<file path="config.mk">
export PLATFORM = sky130hd
export DESIGN_NAME = dff_arbiter
export DESIGN_NICKNAME = d
export VERILOG_FILES = /design/src/rtl/dff_arbiter.sv
export SDC_FILE = /design/constraint.sdc
export NUM_CORES = 1
export LEC_CHECK = 0
export BUFFER_PORTS_ARGS = -buffer_cell sky130_fd_sc_hd__buf_2
export CORE_MARGIN = 2
export CORE_UTILIZATION = 50
export CTS_BUF_LIST = sky130_fd_sc_hd__clkbuf_4 sky130_fd_sc_hd__clkbuf_8
export CTS_CLUSTER_SIZE = 12
export DETAILED_ROUTE_END_ITERATION = 10
export PLACE_DENSITY = 0.81
export SYNTH_ARGS = -nofsm -noshare
export SYNTH_HDL_FRONTEND = slang
export SYNTH_SLANG_ARGS = --single-unit
</file>
<file path="constraint.sdc">
create_clock -name clk -period 1.8 [get_ports clk]
set_input_delay 0.36 -clock clk [delete_from_list [all_inputs] [get_ports clk]]
set_output_delay 0.36 -clock clk [all_outputs]
set_load 0.02 [all_outputs]
</file>
<file path="src/rtl/dff_arbiter.sv">
// dff_arbiter: round-robin arbiter and write sequencer for the shared WIDTH-bit register.
// Optional locked bursts are enabled with the DFF_ARB_LOCK_EN macro.
module dff_arbiter #(
    parameter int N_REQ    = 4,
    parameter int WIDTH    = 4,
    parameter int MAX_LOCK = 4
) (
    input  logic                     clk,
    input  logic                     rst,
    input  logic [N_REQ-1:0]         req,
    input  logic [N_REQ*WIDTH-1:0]   req_data,
`ifdef DFF_ARB_LOCK_EN
    input  logic [N_REQ-1:0]         req_lock,
`endif
    output logic [N_REQ-1:0]         gnt,
    output logic [WIDTH-1:0]         q,
    output logic                     q_valid,
    output logic [$clog2(N_REQ)-1:0] q_owner,
    output logic                     busy
);
    localparam int IW = $clog2(N_REQ);
    typedef enum logic {IDLE, GRANT} state_t;
    state_t             state_q, state_d;
    logic [IW-1:0]      ptr_q, ptr_d, win_q, win_d, owner_q, owner_d, sel, idx;
    logic [N_REQ-1:0]   gnt_q, gnt_d;
    logic [WIDTH-1:0]   data_q, data_d;
    logic               valid_q, valid_d, win_req, hold;
    assign win_req = req[win_q];
`ifdef DFF_ARB_LOCK_EN
    localparam int LW = $clog2(MAX_LOCK) + 1;
    logic [LW-1:0] lock_q, lock_d;
    assign hold   = win_req & req_lock[win_q] & (lock_q < LW'(MAX_LOCK - 1));
    assign lock_d = (state_q == GRANT) ? (hold ? lock_q + 1'b1 : '0) : lock_q;
    always_ff @(posedge clk or negedge rst) begin
        if (!rst) lock_q <= '0;
        else      lock_q <= lock_d;
    end
`else
    assign hold = 1'b0;
`endif
    // Descending scan so the requester closest to ptr (lowest offset) wins.
    always_comb begin
        sel = ptr_q;
        idx = '0;
        for (int i = N_REQ - 1; i >= 0; i--) begin
            idx = IW'((int'(ptr_q) + i) % N_REQ);
            if (req[idx]) sel = idx;
        end
    end
    always_comb begin
        state_d = state_q;
        ptr_d   = ptr_q;
        win_d   = win_q;
        gnt_d   = gnt_q;
        data_d  = data_q;
        owner_d = owner_q;
        valid_d = 1'b0;
        if (state_q == IDLE) begin
            gnt_d = '0;
            if (|req) begin
                win_d   = sel;
                gnt_d   = N_REQ'(1) << sel;
                state_d = GRANT;
            end
        end else begin
            if (win_req) begin
                data_d  = req_data[win_q*WIDTH +: WIDTH];
                owner_d = win_q;
                valid_d = 1'b1;
            end
            if (!hold) begin
                ptr_d   = (win_q == IW'(N_REQ - 1)) ? '0 : win_q + 1'b1;
                gnt_d   = '0;
                state_d = IDLE;
            end
        end
    end
    always_ff @(posedge clk or negedge rst) begin
        if (!rst) begin
            state_q <= IDLE;
            ptr_q   <= '0;
            win_q   <= '0;
            gnt_q   <= '0;
            data_q  <= '0;
            owner_q <= '0;
            valid_q <= 1'b0;
        end else begin
            state_q <= state_d;
            ptr_q   <= ptr_d;
            win_q   <= win_d;
            gnt_q   <= gnt_d;
            data_q  <= data_d;
            owner_q <= owner_d;
            valid_q <= valid_d;
        end
    end
    assign gnt     = gnt_q;
    assign q       = data_q;
    assign q_valid = valid_q;
    assign q_owner = owner_q;
    assign busy    = (state_q == GRANT);
endmodule

</file>
# Yosys cells after proc, flatten, opt, wreduce, memory -nomap -nowiden
# Cells that the tools add are included.
# Widths: inputs -> output; s select.
# totals
register_bits	16
input_bits	22
output_inout_bits	12
elab_cells	44
# op_classes
add_sub_neg	4
n_lt_le_gt_ge	5
n_eq_ne	1
shift	2
n_mux	21
bitwise	1
n_reduce_logical	3
# ops
cell	n
$shiftx 16x5->4	1
$lt 2x3->1 const B	5
$bmux 1 s2	5
$mux 2	5
$mux 1	9
$mux 4	2
$add 2x1->2 const B	2
$add 2x2->2 const B	2
$reduce_and 2->1	2
$reduce_or 4->1	1
$shl 1x2->4 const A	1
$eq 2x2->1 const B	1
$not 1->1	1

# Depth between registers and ports, before layout
# logic_depth
word_depth	10
mapped_depth	5
mapped_depth_nobuf	4

# Worst setup path after synthesis
# OpenSTA, ideal clock, no wires.
# synth_path
path_type	reg2reg
start	reg win_q[0]
end	reg data_q[0], in the netlist q[0]
arrival_ns	1.311
t_required_ns	1.675
slack_ns	0.364
stages_incl_launch_ff	6
n_path_buf	1
synth_period_minus_slack_ns	1.436
cell_sequence	dfrtp_1 -> buf_6 -> nand2b_1 -> or2_4 -> nand2_4 -> mux2_4
# synth_via
elab_chain_len	3
# synth_lines
item	line_no	text
start: declaration	24	logic [IW-1:0] ptr_q, ptr_d, win_q, win_d, owner_q, owner_d, sel, idx;
start signal: assignment	90	win_q <= win_d;
parallel branches: the longest is 3 deep, another holds $shiftx 16x5->4	n/a	
end signal: assignment	92	data_q <= data_d;
end: declaration	26	logic [WIDTH-1:0] data_q, data_d;
# Parallel ways; which one is timed is not known. The select of a mux whose other input is x is not followed.
# A chain may end at the register's enable or synchronous reset.

# Final worst setup path
# layout_path
start	reg win_q[0]
end	reg data_q[1], in the netlist q[1]
# Same word-level chain as after synthesis.

==> impl_results.md <==
- Drt first-iter violations: 7
- Synth Area per Inst: 13.0 sq um
- Unrepaired setup endpoints after global routing: no
- Power Total: 1760 uW
- Final min period: 1570 ps
- Synthesized flop and latch total: 16
- Synth area leaders: dfrtp_1, mux4_1, mux2_4, nand2b_1, nor2_1
- Yosys top cell area share: 44.6%
- Crit share post-route: 87.2%
- Hold Slack: 491 ps
- Layout Nets: 128
- Core Rows: 15
- Design Area, Final: 1110 sq um
- Slowest stage cell on the critical path: mux4_1
- Hold_buf cts: 1
- Final setup viols: 0
- Clk Latency, worst-skew pair: 290 ps
- CP Launch Point: win_q[0]$_DFFE_PN0P_
- Final wirelength: 1840 microns
- Non-filler cells, final: 129
- Status: finished, final reports clean
- Vias in the first global route: 644
- Die area: 2150 sq um
- Clock skew: 13.2 ps
- Crit end category: flip-flop
- EDFF count, synth: 0
- Fillers: 140
- Post-DP HPWL: 1440 microns
- Root buffer cell: clkbuf_4
- DRT Pass-1 Iters: 4
- I/O pin cnt: 34
- Seq/Total Area, Yosys: 44.6%
- Delay-heaviest family, CP: multiplexers
- Clock Pin Slew Worst Setup and Hold Paths: 100 ps
- Multi-input logic area: 463 sq um
- Initial antenna violation count: 0
- Die Y: 46.4 microns
- Grt ovf: 0
- Critical path, cell by cell: mux4_1 -> mux2_4
- Die width: 46.4 microns
- Diodes inserted: 0
- Syn Nets: 92
- Worst-Margin Slew: 384 ps
- Stages on the worst setup path: 2
- Clock tree buffer depth: 2
- DRC viols: 0
- Dominant synthesized flop cell: dfrtp_1
- Area of the core: 1710 sq um
- Async SR Flop Fraction: 100%
- Routed length per instance: 14.3 microns
- Hold/Removal Path Class: input pin to asynchronous set/reset pin
- Distinct cells, synth: 31
- Share of cells above drive strength 1: 47.1%
- Max-slew headroom: 74.3%
- GR Util met1: 23.6%
- Antenna Nets Post-Route: 0
- RR Endpoint: q[1]$_DFFE_PN0P_
- Buffers plus inverters on the worst setup path: 0
- GRT met2 Usage: 33.1%
- Busiest grt layer: met2
- Setup TNS: 0 ps
- Largest area contributor in the netlist: dfrtp_1
- Critical path arrival: 1740 ps
- Synth Instances: 69
- Post-Syn Area: 898 sq um
- Fmax: 637 MHz
- Setup Fix Bufs, Post-CTS: 0
- H-tree depth: 1
- GR Layer Usage met3: 7.06%
- Post-cts sizing count: 0
- Max Cap Violations: 0
- R2R Path Start: win_q[0]$_DFFE_PN0P_
- Tot GR Track Use: 20.1%
- Fin. max-slew vios: 0
- Total number of vias: 690
- Routability cong.: 0.794
- TritonCTS buffer count: 3
- Final Hold Viols: 0
- Power Density: 1580 nW/um^2
- Sink Count: 16
- Pin count of the biggest net entering global routing: 17
- Max VDD drop: 0.850 mV
- Reg area: 400 sq um
- Port Buf Inserts: 33
- Crit-path max cell delay: 630 ps
- First-pass GRT wire length: 2960 microns
- Commonest non-fill, non-tap cell in the layout: buf_2
- Reg2reg setup slack: 230 ps
- Setup crit start kind: flip-flop
- Number of synthesis warnings: 0
- Dpl cells: 124
- Placed Area: 1070 sq um
- Initial core utilization: 52.6%
- Most frequent cells in the layout: buf_2, dfrtp_1, nor2_1, mux2_4, nand2b_1
- Leakage: 0.000554 uW
- CP Max Fanout: 8
- Vias per cell: 5.35
- R2r worst-path depth: 2
- Crit Path Class: flip-flop to flip-flop
- Synth-to-Final Area Change: 24.0%
- Critical Path Sink: q[1]$_DFFE_PN0P_
- Worst EP required: 1970 ps
- CTS tree: yes
[Yosys cell counts, types with 2 or more instances]
master     n
dfrtp_1   16
nor2_1     7
mux2_4     6
nand2b_1   5
mux4_1     4
buf_6      2
inv_1      2
mux2_2     2
nand2_1    2
o21a_1     2
[registers in the layout, indices dropped and copies added, names as in the netlist]
name	count
q	4
q_valid	1
gnt	4
win_q	2
busy	1
q_owner	2
ptr_q	2
[worst reg2reg max path, stage by stage (launching register included)]
cell and delay [ps]:
dfrtp_1 530, mux4_1 630, mux2_4 280
[per-stage QoR]
stage | setup WS (ps) | utilization (%)
6_report | 231 | 65.2
5_1_grt | 191 | 65.2
4_1_cts | 224 | 65.2
3_5_place_dp | 257 | 62.5
3_3_place_gp | 313 | 62.5
2_1_floorplan | 364 | -
[layer usage]
metal | vias to the layer above | part of all wire, % | wire (microns)
met5 | - | 0 | 0
met4 | 0 | 0.98 | 18
met3 | 6 | 3.9 | 72
met2 | 17 | 53 | 971
met1 | 338 | 42 | 780
li1 | 329 | - | -
[kinds of logic after synthesis]
| logic type | after synthesis | synth area share (%) |
|---|---|---|
| multiplexers | 13 | 25.3 |
| flip-flops | 16 | 44.6 |
| adder cells (fa/ha/maj) | 1 | 1.39 |
| AO/OA/AOI/OAI | 11 | 9.75 |
| AND/OR/NAND/NOR | 23 | 15.0 |
| buffers and inverters | 5 | 3.90 |
[how the worst min path moves through the flow]
stage / endpoint / slack [ps] / start
after floorplan: busy$_DFF_PN0_ / 60 / rst
after global placement: win_q[0]$_DFFE_PN0P_ / 280 / rst
after detailed placement: win_q[0]$_DFFE_PN0P_ / 290 / rst
after CTS: win_q[0]$_DFFE_PN0P_ / 500 / rst
after global routing: ptr_q[0]$_DFFE_PN0P_ / 500 / rst
final: win_q[0]$_DFFE_PN0P_ / 490 / rst
[where the power goes]
part           switching, uW  internal [uW]  total [uW]
registers                174            512         686
logic                    398            443         841
clock network            112            123         236
[area by class of cell]
| type | count | share of cell area (%) |
|---|---|---|
| Tap cell | 25 | 2.81 |
| Multi-Input combinational cell | 48 | 41.6 |
| Inverter | 2 | 0.674 |
| Timing Repair Buffer | 34 | 15.7 |
| Clock buffer | 4 | 3.26 |
| Sequential cell | 16 | 36.0 |
Note: power is estimated with default switching activity, not from simulation.
